--- config.mk ---
export PLATFORM = sky130hd
export DESIGN_NAME = draw_image_overlay
export DESIGN_NICKNAME = d
export VERILOG_FILES = /design/src/rtl/vga_pkg.sv /design/src/rtl/sig_delay.sv /design/src/rtl/draw_image_overlay.sv
export SDC_FILE = /design/constraint.sdc
export NUM_CORES = 1
export LEC_CHECK = 0
export ABC_AREA = 0
export BUFFER_PORTS_ARGS = -buffer_cell sky130_fd_sc_hd__buf_2
export CORE_ASPECT_RATIO = 0.9
export CORE_MARGIN = 2
export CORE_UTILIZATION = 51
export DETAILED_ROUTE_END_ITERATION = 8
export GPL_ROUTABILITY_DRIVEN = 0
export HOLD_SLACK_MARGIN = 0.02
export PLACE_DENSITY = 0.76
export SLEW_MARGIN = 20
export SYNTH_ARGS = -nofsm -noshare
export SYNTH_HDL_FRONTEND = slang
export SYNTH_SLANG_ARGS = --single-unit
--- constraint.sdc ---
create_clock -name clk -period 4.6 [get_ports clk]
set_input_delay 1.38 -clock clk [delete_from_list [all_inputs] [get_ports clk]]
set_output_delay 1.38 -clock clk [all_outputs]
set_load 0.1 [all_outputs]
--- src/rtl/vga_pkg.sv ---
// Shared VGA pipeline definitions: counter/colour widths, named colours and
// the timing bus that travels alongside every pixel.
package vga_pkg;

  localparam int unsigned HCNT_W = 11;
  localparam int unsigned VCNT_W = 10;
  localparam int unsigned RGB_W  = 12;

  localparam logic [RGB_W-1:0] WHITE = 12'hfff;
  localparam logic [RGB_W-1:0] BLACK = 12'h000;
  localparam logic [RGB_W-1:0] GREEN = 12'h0f0;

  typedef struct packed {
    logic [HCNT_W-1:0] hcount;
    logic [VCNT_W-1:0] vcount;
    logic              hsync;
    logic              vsync;
    logic              hblnk;
    logic              vblnk;
  } vga_timing_t;

endpackage

--- src/rtl/sig_delay.sv ---
// Fixed-depth shift-register delay line with synchronous clear.
module sig_delay #(
  parameter int unsigned WIDTH = 1,
  parameter int unsigned DEPTH = 1
) (
  input  logic             clk,
  input  logic             i_clr,
  input  logic [WIDTH-1:0] i_d,
  output logic [WIDTH-1:0] o_q
);

  logic [WIDTH-1:0] r_pipe [DEPTH];

  always_ff @(posedge clk) begin
    if (i_clr) begin
      for (int unsigned i = 0; i < DEPTH; i++) r_pipe[i] <= '0;
    end else begin
      r_pipe[0] <= i_d;
      for (int unsigned i = 1; i < DEPTH; i++) r_pipe[i] <= r_pipe[i-1];
    end
  end

  assign o_q = r_pipe[DEPTH-1];

endmodule

--- src/rtl/draw_image_overlay.sv ---
// Keys a ROM-resident bitmap over the video stream; position and mode
// controls are sampled once per frame on the vblank rising edge.
module draw_image_overlay
  import vga_pkg::*;
#(
  parameter int              IMG_W        = 512,
  parameter int              IMG_H        = 64,
  parameter int              SCALE        = 0,
  parameter int              ROM_LAT      = 1,
  parameter logic [11:0]     KEY_COLOR    = WHITE,
  parameter logic [11:0]     HL_COLOR     = GREEN,
  parameter int              BLINK_FRAMES = 16,
  parameter int              X_DEF        = 256,
  parameter int              Y_DEF        = 320,
  localparam int             XW           = $clog2(IMG_W),
  localparam int             YW           = $clog2(IMG_H)
) (
  input  logic              clk,
  input  logic              rst,
  input  logic [10:0]       hcount_in,
  input  logic [9:0]        vcount_in,
  input  logic              hsync_in,
  input  logic              vsync_in,
  input  logic              hblnk_in,
  input  logic              vblnk_in,
  input  logic [11:0]       rgb_in,
  input  logic [10:0]       xpos_in,
  input  logic [9:0]        ypos_in,
  input  logic              en_in,
  input  logic              hl_in,
  input  logic              blink_in,
  input  logic [11:0]       rgb_pixel,
  output logic [YW+XW-1:0]  pixel_addr,
  output logic [10:0]       hcount_out,
  output logic [9:0]        vcount_out,
  output logic              hsync_out,
  output logic              vsync_out,
  output logic              hblnk_out,
  output logic              vblnk_out,
  output logic [11:0]       rgb_out
);

  localparam int unsigned WIN_W = int'(IMG_W) << SCALE;
  localparam int unsigned WIN_H = int'(IMG_H) << SCALE;
  localparam int          CW    = (BLINK_FRAMES > 1) ? $clog2(BLINK_FRAMES) : 1;

  logic          r_vblnk_prev;
  logic [10:0]   r_x_sh;
  logic [9:0]    r_y_sh;
  logic          r_en_sh, r_hl_sh, r_blink_sh;
  logic [CW-1:0] r_frame_cnt;
  logic          r_phase;

  logic w_vb_rise;
  assign w_vb_rise = vblnk_in & ~r_vblnk_prev;

  always_ff @(posedge clk) begin
    if (rst) begin
      r_vblnk_prev <= 1'b0;
      r_x_sh       <= 11'(X_DEF);
      r_y_sh       <= 10'(Y_DEF);
      r_en_sh      <= 1'b1;
      r_hl_sh      <= 1'b0;
      r_blink_sh   <= 1'b0;
      r_frame_cnt  <= '0;
      r_phase      <= 1'b0;
    end else begin
      r_vblnk_prev <= vblnk_in;
      if (w_vb_rise) begin
        r_x_sh     <= xpos_in;
        r_y_sh     <= ypos_in;
        r_en_sh    <= en_in;
        r_hl_sh    <= hl_in;
        r_blink_sh <= blink_in;
        if (r_frame_cnt == CW'(BLINK_FRAMES - 1)) begin
          r_frame_cnt <= '0;
          r_phase     <= ~r_phase;
        end else begin
          r_frame_cnt <= r_frame_cnt + 1'b1;
        end
      end
    end
  end

  // Left/above the origin the subtraction wraps large, so the range test clips.
  logic [11:0] w_dx;
  logic [10:0] w_dy;
  logic        w_in_win, w_vis0;
  assign w_dx     = {1'b0, hcount_in} - {1'b0, r_x_sh};
  assign w_dy     = {1'b0, vcount_in} - {1'b0, r_y_sh};
  assign w_in_win = (32'(w_dx) < WIN_W) && (32'(w_dy) < WIN_H) && !hblnk_in && !vblnk_in;
  assign w_vis0   = w_in_win & r_en_sh & ~(r_blink_sh & r_phase);

  assign pixel_addr = {w_dy[SCALE+YW-1 -: YW], w_dx[SCALE+XW-1 -: XW]};

  vga_timing_t w_t_in, w_t_d;
  assign w_t_in = '{hcount: hcount_in, vcount: vcount_in, hsync: hsync_in,
                    vsync: vsync_in, hblnk: hblnk_in, vblnk: vblnk_in};

  sig_delay #(.WIDTH($bits(vga_timing_t)), .DEPTH(ROM_LAT)) u_tdly (
    .clk(clk), .i_clr(rst), .i_d(w_t_in), .o_q(w_t_d)
  );

  // Visibility is folded to one bit before the delay; the shadows it reads
  // are the pre-update values, matching the un-delayed flag semantics.
  logic [11:0] w_rgb_d;
  logic        w_vis_d, w_hl_d;
  sig_delay #(.WIDTH(14), .DEPTH(ROM_LAT)) u_pdly (
    .clk(clk), .i_clr(rst), .i_d({rgb_in, w_vis0, r_hl_sh}),
    .o_q({w_rgb_d, w_vis_d, w_hl_d})
  );

  logic [11:0] w_rgb_mix;
  always_comb begin
    w_rgb_mix = w_rgb_d;
    if (w_vis_d) begin
      if (rgb_pixel != KEY_COLOR) w_rgb_mix = rgb_pixel;
      else if (w_hl_d)            w_rgb_mix = HL_COLOR;
    end
  end

  always_ff @(posedge clk) begin
    if (rst) begin
      hcount_out <= '0;
      vcount_out <= '0;
      hsync_out  <= 1'b0;
      vsync_out  <= 1'b0;
      hblnk_out  <= 1'b0;
      vblnk_out  <= 1'b0;
      rgb_out    <= '0;
    end else begin
      hcount_out <= w_t_d.hcount;
      vcount_out <= w_t_d.vcount;
      hsync_out  <= w_t_d.hsync;
      vsync_out  <= w_t_d.vsync;
      hblnk_out  <= w_t_d.hblnk;
      vblnk_out  <= w_t_d.vblnk;
      rgb_out    <= w_rgb_mix;
    end
  end

endmodule

* Word level (Yosys, flattened, before mapping)
Memories as Yosys holds them, arrays and structs flattened. A register that Yosys moved wholly into a read port is not among the register bits.
Index checks and enable logic that the tools add are counted.
** Word-level totals
- Bits in registers :: 42
- Memory bits (writable) :: 39
- Input port bits :: 75
- Output and inout port bits :: 52
- Logic and storage cells :: 44
- Memories :: 2
** Memory list
- u_tdly.r_pipe :: depth 1, width 25, read ports 1, clocked after Yosys merged registers in 1, write ports 1, line sig_delay.sv:12 : logic [WIDTH-1:0] r_pipe [DEPTH];
- u_pdly.r_pipe :: depth 1, width 14, read ports 1, clocked after Yosys merged registers in 0, write ports 1, line sig_delay.sv:12
** Cells by class
- Add/sub/neg operators :: 3
- $lt $le $gt $ge :: 2
- Equal/unequal tests :: 2
- Mux-type cells :: 11
- Bitwise gates (word level) :: 7
- Reductions and logical operators :: 8
** Operator list (number)
- $mux 12 :: 3
- $mux 25 :: 1
- $reduce_or 25->1 :: 1
- $mux 14 :: 1
- $reduce_or 14->1 :: 1
- $lt 12x10->1 const B :: 1
- $ne 12x12->1 const B :: 1
- $sub 11x11->12 :: 1
- $lt 11x7->1 const B :: 1
- $sub 10x10->11 :: 1
- $mux 1 :: 5
- $add 4x1->4 const B :: 1
- $and 1x1->1 :: 4
- $eq 4x4->1 const B :: 1
- $mux 4 :: 1
- $logic_and 1x1->1 :: 3
- $not 1->1 :: 3
- $logic_not 1->1 :: 2
- $reduce_and 2->1 :: 1

* Depth between registers and ports, before layout
Gate-level depths: netlist (run 1).
- Word-level depth :: 8
- Depth in mapped cells :: 10
- Gate-level depth less buffers :: 10

* Hierarchy
Synthesis (run 1) repeated with hierarchy kept, for this count alone.
** Unflattened totals
- Cells, all modules :: 453
- Area, all modules :: 4280.4 µm²
** By module, submodules not included
- draw_image_overlay :: instances 1, cells an instance 372, area an instance 3199.3 µm², seq. area each 1341.3 µm²
- sig_delay (u_tdly) :: instances 1, cells an instance 52, area an instance 673.1 µm², seq. area each 500.5 µm²
- sig_delay (u_pdly) :: instances 1, cells an instance 29, area an instance 407.9 µm², seq. area each 280.3 µm²

* Worst setup path before layout (run 1)
Ideal clock, no wire load.
- Path type :: input to output
- Start :: input port vcount_in[1]
- End :: output port pixel_addr[14]
- Arrival :: 4504 ps
- Data required time :: 3220 ps
- Setup slack :: -1284 ps
- Cell stages on the path :: 5
- Path buffers :: 0
- Path through :: ha_1 -> nor2b_1 -> o31a_1 -> o31ai_1 -> a21boi_0
** On the way
- Cells in the longest elaborated chain, start to end :: 1
** RTL lines
- start: declaration :: line draw_image_overlay.sv:21 : input logic [9:0] vcount_in,
- $sub 10x10->11 :: line draw_image_overlay.sv:90 : assign w_dy = {1'b0, vcount_in} - {1'b0, r_y_sh};
- end: declaration :: line draw_image_overlay.sv:33 : output logic [YW+XW-1:0] pixel_addr,
No other way between the ends.

* Final worst setup path (run 1)
- Start :: input port hcount_in[0]
- End :: output port pixel_addr[6]
** On the way
- Cells in the longest elaborated chain, start to end :: 1
** RTL lines
- start: declaration :: line draw_image_overlay.sv:20 : input logic [10:0] hcount_in,
- $sub 11x11->12 :: line draw_image_overlay.sv:89 : assign w_dx = {1'b0, hcount_in} - {1'b0, r_x_sh};
No other way between the ends.

==> results of run 1 <==
[layer usage]
metal	track usage	vias to the layer above	wire (um)
met5	0	-	0
met4	0.0651	0	156
met3	0.0534	14	585
met2	0.332	112	4320
met1	0.254	1551	3730
li1	-	1774	-
[synth_stat cells, types with 5 or more instances]
master	n	area (um2)
a21oi_1	37	185
a221oi_1	5	43.8
a22oi_1	9	67.6
clkbuf_1	16	60.1
dfxtp_1	105	2100
ha_1	22	275
inv_1	37	139
nand2_1	50	188
nor2_1	26	97.6
nor2b_1	66	413
o21a_1	5	37.5
o21ai_0	11	55.1
xnor2_1	5	43.8
xor2_1	6	52.6
[state kept, by name, indices dropped and copies added (netlist names)]
name,count
vsync_out,1
u_tdly.r_pipe,25
r_phase,1
rgb_out,12
r_hl_sh,1
r_x_sh,11
r_blink_sh,1
r_frame_cnt,4
vblnk_out,1
hblnk_out,1
r_en_sh,1
r_y_sh,10
hsync_out,1
u_pdly.r_pipe,14
hcount_out,11
vcount_out,10
[kinds of logic after synthesis]
group,count (synthesis)
xor gates and xnor gates,11
muxes,3
adders and majority gates,24
and+or+nand+nor,165
DFF,105
AOI/OAI and AO/OA,95
buffers and inverters,56
[layout make-up]
class / count / area [um2] / area share
clock buffers: 9 / 124 / 0.0231
multi-input cells: 298 / 2000 / 0.372
clock inverters: 7 / 109 / 0.0203
repair buffers: 131 / 776 / 0.144
flip-flops and latches: 105 / 2100 / 0.392
inverters: 37 / 139 / 0.0259
well taps: 99 / 124 / 0.0231
[where the power goes]
part,switching (uW),internal [uW],total [uW]
Combinational,438,197,634
Clock,321,318,639
Sequential,13.5,952,966
Total,772,1470,2240
[path summary, 6_finish.rpt]
kind | startpoint | end | cells after the start
min | u_tdly.r_pipe[0][12]$_SDFF_PP0_ | vcount_out[8]$_SDFF_PP0_ | 1
max reg2reg | r_x_sh[0]$_SDFFE_PP0P_ | u_pdly.r_pipe[0][1]$_SDFF_PP0_ | 11
max | hcount_in[0] | pixel_addr[6] | 10
min reg2reg | u_tdly.r_pipe[0][12]$_SDFF_PP0_ | vcount_out[8]$_SDFF_PP0_ | 1
[stage by stage]
step                      utilization  TNS, ns  setup slack (ns)  area, um2  instances
after floorplan                     -    -1.10            -0.557       4290        459
after global placement          0.634   -0.110           -0.0891       5120        669
after detailed placement        0.634   -0.218            -0.138       5120        669
after CTS                       0.665        0            0.0692       5360        685
after global routing            0.665        0           0.00243       5370        686
final                           0.665        0            0.0716       5370        686
[repair_timing]
item	4_1_cts	5_1_grt
buffers inserted	0	1
setup endpoints to repair	2	1
gates resized for setup	3	0
pin swaps	0	1
==> impl_metrics.tcl, run 1 <==
set metrics [dict create \
    status "finished clean" \
    dieWidth_um 100 \
    cp_common_cell "inv_1" \
    drive_gt1_frac 0.281 \
    final_common_cell "buf_2" \
    p_per_area_mw_per_mm2 417 \
    final_max_slew_viol_count 0 \
    synth_top_flop_cell "dfxtp_1" \
    drv_cap 0 \
    track_usage 0.200 \
    overflow 0 \
    worst_slew_pin_slew_ns 0.973 \
    wire_per_inst_um 12.8 \
    port_buffers 126 \
    cp-end-kind "output pin" \
    fp-row-count 31 \
    synth_compound_area_frac 0.147 \
    area_growth_syn_to_layout_pct 26.7 \
    power.leakage_uw 0.00243 \
    crit_path_max_fanout 3 \
    h-tree-depth 3 \
    skew_ns 0.0102 \
    clkLatencyLatePin_ns 0.36 \
    synth_simple_gate_area_frac 0.202 \
    rsz0062_at_grt "false" \
    power_uw 2240 \
    dp_hpwl_um 6580 \
    start_util 0.525 \
    timing.final.crit_share 0.984 \
    setup_viol 0 \
    boundaryPins 127 \
    synth-edff-count 0 \
    synth_nets 558 \
    fmax_ghz 0.221 \
    coreArea_mm2 0.00807 \
    ys_seq_area_frac 0.496 \
    n_fill_cell 671 \
    ys_types 46 \
    synth_seq_cells 105 \
    grt_pass1_vias 3355 \
    via_per_inst 5.03 \
    diodes 0 \
    layout.nets 681 \
    postSynth.asyncResetShare 0 \
    drt-initial-drc-count 131 \
    grt_pass1_wl_um 14800 \
    cp_num_buf_inv 4 \
    yosys.area_share.adder 0.0744 \
    hp-class "flip-flop to flip-flop" \
    die-area_mm2 0.00906 \
    most-common-layout-cells "buf_2, dfxtp_1, nor2b_1" \
    die_h_um 90.5 \
    finalHoldViolations 0 \
    peakVddDrop_v 0.000264 \
    vias 3451 \
    clkTransAtPathRegs_ns 0.10 \
    netlist_area_mm2 0.00424 \
    dr.pass1.iters 4 \
    worstPathCellList "buf_2 -> inv_1 -> ha_1 -> inv_1 -> fa_2 -> a211oi_2 -> o21bai_1 -> a21oi_1 -> xnor2_2 -> buf_12" \
    crit_family "compound AO/OA/AOI/OAI gates" \
    antenna_found_initial 0 \
    crit_path_top_delay_cell "fa_2" \
    finalCriticalPeriod_ns 4.53 \
    cts_tree "done" \
    ctsHoldBuffers 0 \
    synth-xor-area-share 0.0227 \
    syn_inst 459 \
    path_class "input port to output pin" \
    relSlewSlack 0.352 \
    rrSetupSlack_ns 2.06 \
    hold_slack_ns 0.435 \
    clockRootBuffer "clkbuf_8" \
    synthMuxAreaShare 0.00768 \
    grt_max_degree 105 \
    drtAntennaViolNets 0 \
    cp.required_ns 3.22 \
    avgSynthCellArea_um2 9.23 \
    cts_buffers 9 \
    routed_wl_um 8790 \
    drc 0 \
    clock_sinks 105 \
    crit_path_max_incr_delay_ns 0.39 \
    cts_buffer_depth 2 \
    synth_top_family_by_area "simple AND/OR/NAND/NOR gates" \
    cp-start-kind "input port" \
    yosys_warnings 0 \
    arrival_ns 3.15 \
]
(Power assumes the default switching activity.)
==> run 2: changes to the inputs <==
--- a/config.mk
+++ b/config.mk
@@ -9,11 +9,11 @@
 export BUFFER_PORTS_ARGS = -buffer_cell sky130_fd_sc_hd__buf_2
 export CORE_ASPECT_RATIO = 0.9
 export CORE_MARGIN = 2
-export CORE_UTILIZATION = 51
+export CORE_UTILIZATION = 45
 export DETAILED_ROUTE_END_ITERATION = 8
-export GPL_ROUTABILITY_DRIVEN = 0
+export GPL_ROUTABILITY_DRIVEN = 1
 export HOLD_SLACK_MARGIN = 0.02
-export PLACE_DENSITY = 0.76
+export PLACE_DENSITY = 0.68
 export SLEW_MARGIN = 20
 export SYNTH_ARGS = -nofsm -noshare
 export SYNTH_HDL_FRONTEND = slang
==> run 2 against run 1 <==
Die area is 13% higher; clock power decreased by 3%; first-iteration DRC count is 0.76% higher; clock skew barely moved; setup slack improved by 0.025 ns; register-to-register slack about the same; via count decreased by 0.96%; critical endpoint is now pixel_addr[8]; largest power group unchanged; highest routed layer unchanged.
==> impl_metrics.tcl, run 2 (synthesized netlist as in run 1, its figures left out) <==
set metrics [dict create \
    status "finished clean" \
    drive_gt1_frac 0.285 \
    hp-class "flip-flop to flip-flop" \
    worst_slew_pin_slew_ns 0.986 \
    cts_tree "done" \
    dr.pass1.iters 4 \
    cts_buffers 9 \
    ctsHoldBuffers 0 \
    drtAntennaViolNets 0 \
    grt_pass1_wl_um 15000 \
    antenna_found_initial 0 \
    clkTransAtPathRegs_ns 0.11 \
    overflow 0 \
    final_max_slew_viol_count 0 \
    n_fill_cell 821 \
    grt_pass1_vias 3220 \
    port_buffers 126 \
    vias 3418 \
    crit_path_max_fanout 3 \
    largest_register_ffs 25 \
    fp-row-count 33 \
    rrSetupSlack_ns 2.07 \
    p_per_area_mw_per_mm2 412 \
    clkLatencyLatePin_ns 0.37 \
    most-common-layout-cells "buf_2, dfxtp_1, nor2b_1" \
    die-area_mm2 0.0102 \
    final_area_mm2 0.00540 \
    area_growth_syn_to_layout_pct 27.5 \
    clock_sinks 105 \
    dieWidth_um 106 \
    path_class "input port to output pin" \
    dp_hpwl_um 6730 \
    drc 0 \
    reg_top3 "u_tdly.r_pipe (25), u_pdly.r_pipe (14), rgb_out (12)" \
    final_common_cell "buf_2" \
    place_congestion 0.856 \
    setup_viol 0 \
    clockRootBuffer "clkbuf_8" \
    die_h_um 96.1 \
    timing.final.crit_share 0.979 \
    setup_ws_ns 0.0962 \
    power.leakage_uw 0.00244 \
    arrival_ns 3.12 \
    hold_slack_ns 0.431 \
    relSlewSlack 0.343 \
    coreArea_mm2 0.00913 \
    wire_per_inst_um 12.8 \
    dp_slack_ns -0.143 \
    cp-start-kind "input port" \
    layout.nets 683 \
    peakVddDrop_v 0.000202 \
    boundaryPins 127 \
    finalCriticalPeriod_ns 4.50 \
    cp.required_ns 3.22 \
    fin_util 0.592 \
    fmax_ghz 0.222 \
    drv_cap 0 \
    routed_wl_um 9130 \
    finalHoldViolations 0 \
    diodes 0 \
    place_area_mm2 0.00517 \
    post_cts_buffers 0 \
    track_usage 0.185 \
    h-tree-depth 3 \
    largest-register "u_tdly.r_pipe" \
    grt_max_degree 105 \
    rsz0062_at_grt "false" \
    drt-initial-drc-count 132 \
    cts_buffer_depth 2 \
    cp-end-kind "output pin" \
    start_util 0.464 \
    skew_ns 0.00982 \
    via_per_inst 4.81 \
]
-- run 2: report_power, final --
part / total (uW) / internal [uW] / switching [uW]
sequential: 966 / 953 / 13.6
combinational: 638 / 198 / 440
clock: 620 / 281 / 338
-- run 2: layer usage --
metal,wire [um],up-vias,track usage
li1,-,1779,-
met2,4350,109,0.311
met1,4030,1520,0.230
met5,0,-,0
met3,632,10,0.0609
met4,111,0,0.0526
-- run 2: worst paths after layout --
check,start,to,cells after the start
hold / removal,u_tdly.r_pipe[0][7]$_SDFF_PP0_,vcount_out[3]$_SDFF_PP0_,1
setup / recovery,hcount_in[0],pixel_addr[8],10
setup reg to reg,r_y_sh[0]$_SDFFE_PP0P_,u_pdly.r_pipe[0][1]$_SDFF_PP0_,9
hold reg to reg,u_tdly.r_pipe[0][7]$_SDFF_PP0_,vcount_out[3]$_SDFF_PP0_,1
-- run 2: worst max-delay path, stage by stage --
cell and delay (ns):
buf_2 0.09, inv_1 0.07, ha_1 0.17, inv_1 0.06
fa_2 0.39, a211oi_2 0.26, o21bai_1 0.13, a21oi_2 0.22
xnor2_2 0.16, buf_12 0.21
-- run 2: cell type report --
cell class | count | area, um2 | share of cell area
Clock buffer | 10 | 138 | 0.0255
Clock inverter | 6 | 81.3 | 0.0151
Inverter | 37 | 139 | 0.0257
Multi-Input combinational cell | 298 | 2000 | 0.370
Sequential cell | 105 | 2100 | 0.389
Tap cell | 122 | 153 | 0.0283
Timing Repair Buffer | 133 | 791 | 0.146
-- run 2: what timing repair did --
item,in CTS,in global routing
hold endpoints to repair,0,0
pin swaps,1,1
endpoints found under the setup margin,2,2
gates cloned,0,0
resized for setup,3,1
-- run 2: through the flow --
step           total power (uW)  std cells  setup TNS [ns]
6_report                   2220        711               0
5_1_grt                    2330        711               0
4_1_cts                    2250        711               0
3_5_place_dp               1620        695          -0.191
3_3_place_gp               1610        695          -0.189
2_1_floorplan              1460        459           -1.10
==> run 3: changes to the inputs <==
--- a/config.mk
+++ b/config.mk
@@ -5,7 +5,7 @@
 export SDC_FILE = /design/constraint.sdc
 export NUM_CORES = 1
 export LEC_CHECK = 0
-export ABC_AREA = 0
+export ABC_AREA = 1
 export BUFFER_PORTS_ARGS = -buffer_cell sky130_fd_sc_hd__buf_2
 export CORE_ASPECT_RATIO = 0.9
 export CORE_MARGIN = 2
@@ -14,7 +14,9 @@
 export GPL_ROUTABILITY_DRIVEN = 1
 export HOLD_SLACK_MARGIN = 0.02
 export PLACE_DENSITY = 0.68
+export RECOVER_POWER = 25
 export SLEW_MARGIN = 20
 export SYNTH_ARGS = -nofsm -noshare
 export SYNTH_HDL_FRONTEND = slang
 export SYNTH_SLANG_ARGS = --single-unit
+export TNS_END_PERCENT = 10
==> run 3 against run 2 <==
The run now ends with capacitance limit, slew limit left; via count is 12% higher; cell area is 1.5% higher; synthesized cell count is 29% higher; hold slack worse by 0.031 ns; clock-buffer cell count is 1 lower; utilization is 2.2 points lower; total power is 2.8% higher; setup slack better by 0.035 ns; sequential share of layout area is 0.56 points lower; largest cell class unchanged; synthesized area is 4.0% higher; cell count is 19% higher; register-to-register slack better by 0.18 ns.
==> impl_metrics.tcl, run 3 <==
set metrics [dict create \
    status "finished, violations left" \
    violations "capacitance limit, slew limit" \
    cp-end-kind "output pin" \
    port_buffers 126 \
    synth_compound_area_frac 0.0934 \
    place_inst 830 \
    timing.final.crit_share 0.971 \
    cp.depth 10 \
    cp-start-kind "input port" \
    coreArea_mm2 0.00961 \
    rrSetupSlack_ns 2.25 \
    ctsHoldBuffers 0 \
    antenna_found_initial 0 \
    finalHoldViolations 0 \
    wire_per_inst_um 11.6 \
    most-common-layout-cells "inv_1, buf_2, dfxtp_1" \
    cts_buffer_depth 2 \
    start_util 0.458 \
    peakVddDrop_v 0.000306 \
    p_per_area_mw_per_mm2 417 \
    layout.nets 814 \
    via_per_inst 4.53 \
    die-area_mm2 0.0106 \
    cts_buffers 9 \
    crit_path_max_incr_delay_ns 0.41 \
    drtAntennaViolNets 0 \
    netlist_area_mm2 0.00441 \
    clockRootBuffer "clkbuf_8" \
    drive_gt1_frac 0.211 \
    routed_wl_um 9790 \
    skew_ns 0.0201 \
    place_congestion 0.878 \
    final_max_slew_viol_count 72 \
    hold_start "u_tdly.r_pipe[0][10]$_SDFF_PP0_" \
    power_uw 2280 \
    crit_family "adder cells" \
    synth_top_flop_cell "dfxtp_1" \
    clkLatencyLatePin_ns 0.36 \
    overflow 0 \
    cp_num_buf_inv 4 \
    synthMuxAreaShare 0 \
    clkTransAtPathRegs_ns 0.10 \
    fp-row-count 34 \
    worstPathCellList "buf_2 -> inv_1 -> ha_1 -> inv_1 -> fa_1 -> a21oi_2 -> o21ai_2 -> a21oi_1 -> xnor2_2 -> buf_12" \
    dp_slack_ns 0.0637 \
    synth_simple_gate_area_frac 0.213 \
    synthTopCellsByArea "dfxtp_1, inv_1, nor2_1" \
    dp_hpwl_um 7650 \
    r2r.worst_path.cells 5 \
    r2r-start "u_tdly.r_pipe[0][0]$_SDFF_PP0_" \
    hp-class "flip-flop to flip-flop" \
    dieWidth_um 108 \
    synth_nets 689 \
    yosysTopAreaCell "dfxtp_1" \
    holdPathStages 2 \
    arrival_ns 3.09 \
    power.leakage_uw 0.00291 \
    fmax_ghz 0.224 \
    die_h_um 97.9 \
    crit_path_max_fanout 4 \
    cts_tree "done" \
    synth-xor-area-share 0.0238 \
    cp.required_ns 3.22 \
    setup_viol 0 \
    largest-register "u_tdly.r_pipe" \
    largest_register_ffs 25 \
    crit_path_top_delay_cell "fa_1" \
    path_class "input port to output pin" \
    h-tree-depth 3 \
    hold_slack_ns 0.400 \
    grt_pass1_wl_um 15700 \
    clock_sinks 105 \
    whs_endpoint "vcount_out[6]$_SDFF_PP0_" \
    drc 0 \
    syn_inst 590 \
    synth_top_area_share 0.477 \
    yosys_warnings 0 \
    avgSynthCellArea_um2 7.47 \
    grt_pass1_vias 3506 \
    setup_ws_ns 0.131 \
    yosys.area_share.adder 0.0715 \
    rsz0062_at_grt "false" \
    relSlewSlack -0.836 \
    ys_seq_area_frac 0.477 \
    diodes 0 \
    drv_cap 1 \
    stdcell_count 846 \
    drt-initial-drc-count 215 \
    synth_top_family_by_area "simple AND/OR/NAND/NOR gates" \
    reg_top3 "u_tdly.r_pipe (25), u_pdly.r_pipe (14), rgb_out (12)" \
    synth_top_cells_by_count "inv_1, dfxtp_1, nor2_1, nand2_1, a21oi_1" \
    dr.pass1.iters 4 \
    track_usage 0.185 \
    worst_slew_pin_slew_ns 2.75 \
    boundaryPins 127 \
    cp_common_cell "inv_1" \
    vias 3834 \
    grt_max_degree 72 \
    final_common_cell "inv_1" \
    postSynth.asyncResetShare 0 \
    area_growth_syn_to_layout_pct 24.4 \
    synth_seq_cells 105 \
    r2r_end "r_y_sh[4]$_SDFFE_PP0P_" \
    ys_types 25 \
    finalCriticalPeriod_ns 4.47 \
    synth-edff-count 0 \
    yosysMostFrequentCell "inv_1" \
]
[run 3: repair_timing]
item	CTS	global route
gates resized for setup	0	1
setup buffers	0	0
endpoints found under the setup margin	0	1
[run 3: stage by stage]
| step | setup TNS, ns | cell area [um2] | utilization |
|---|---|---|---|
| after floorplan | -3.48 | 4420 | - |
| after global placement | 0 | 5280 | 0.549 |
| after detailed placement | 0 | 5280 | 0.549 |
| after CTS | 0 | 5490 | 0.571 |
| after global routing | 0 | 5480 | 0.570 |
| final | 0 | 5480 | 0.570 |
[run 3: how the worst max path moves through the flow]
stage / startpoint / end / slack (ns)
6_report: hcount_in[0] / pixel_addr[8] / 0.13
5_1_grt: hcount_in[0] / pixel_addr[8] / 0.002
4_1_cts: hcount_in[0] / pixel_addr[8] / 0.06
3_5_place_dp: hcount_in[0] / pixel_addr[8] / 0.06
3_3_place_gp: hcount_in[0] / pixel_addr[8] / 0.11
2_1_floorplan: hcount_in[0] / pixel_addr[6] / -0.59
[run 3: cell type report]
type / instances / area [um2]
clock buffer: 9 / 124
clock inverter: 7 / 91.3
fill: 930 / 4130
inverter: 126 / 473
multi-input combinational: 343 / 1770
sequential: 105 / 2100
tap: 126 / 158
timing repair buffer: 130 / 761
[run 3: worst register-to-register path, cell delays in order (launching register included)]
cell and delay, ns:
dfxtp_1 0.33, nor2_1 0.83, inv_1 0.45, buf_4 0.36, o21ai_0 0.23, a21oi_1 0.06
[run 3: layer usage]
metal / wire (um) / vias up / global-route usage
met3: 675 / 4 / 0.0407
met5: 0 / - / 0
met4: 44 / 0 / 0.0404
li1: - / 2040 / -
met2: 4340 / 116 / 0.290
met1: 4730 / 1674 / 0.263
[run 3: report_power, final]
group          switching (uW)  total (uW)  internal (uW)
Combinational             537         741            204
Clock                     351         574            223
Sequential               13.1         970            957
Total                     901        2280           1380
[run 3: logic make-up after synthesis]
| logic type | Yosys count |
|---|---|
| XOR/XNOR | 12 |
| AO/OA/AOI/OAI | 77 |
| AND/OR/NAND/NOR | 230 |
| adder cells (fa/ha/maj) | 24 |
| buffers and inverters | 142 |
| flip-flops | 105 |
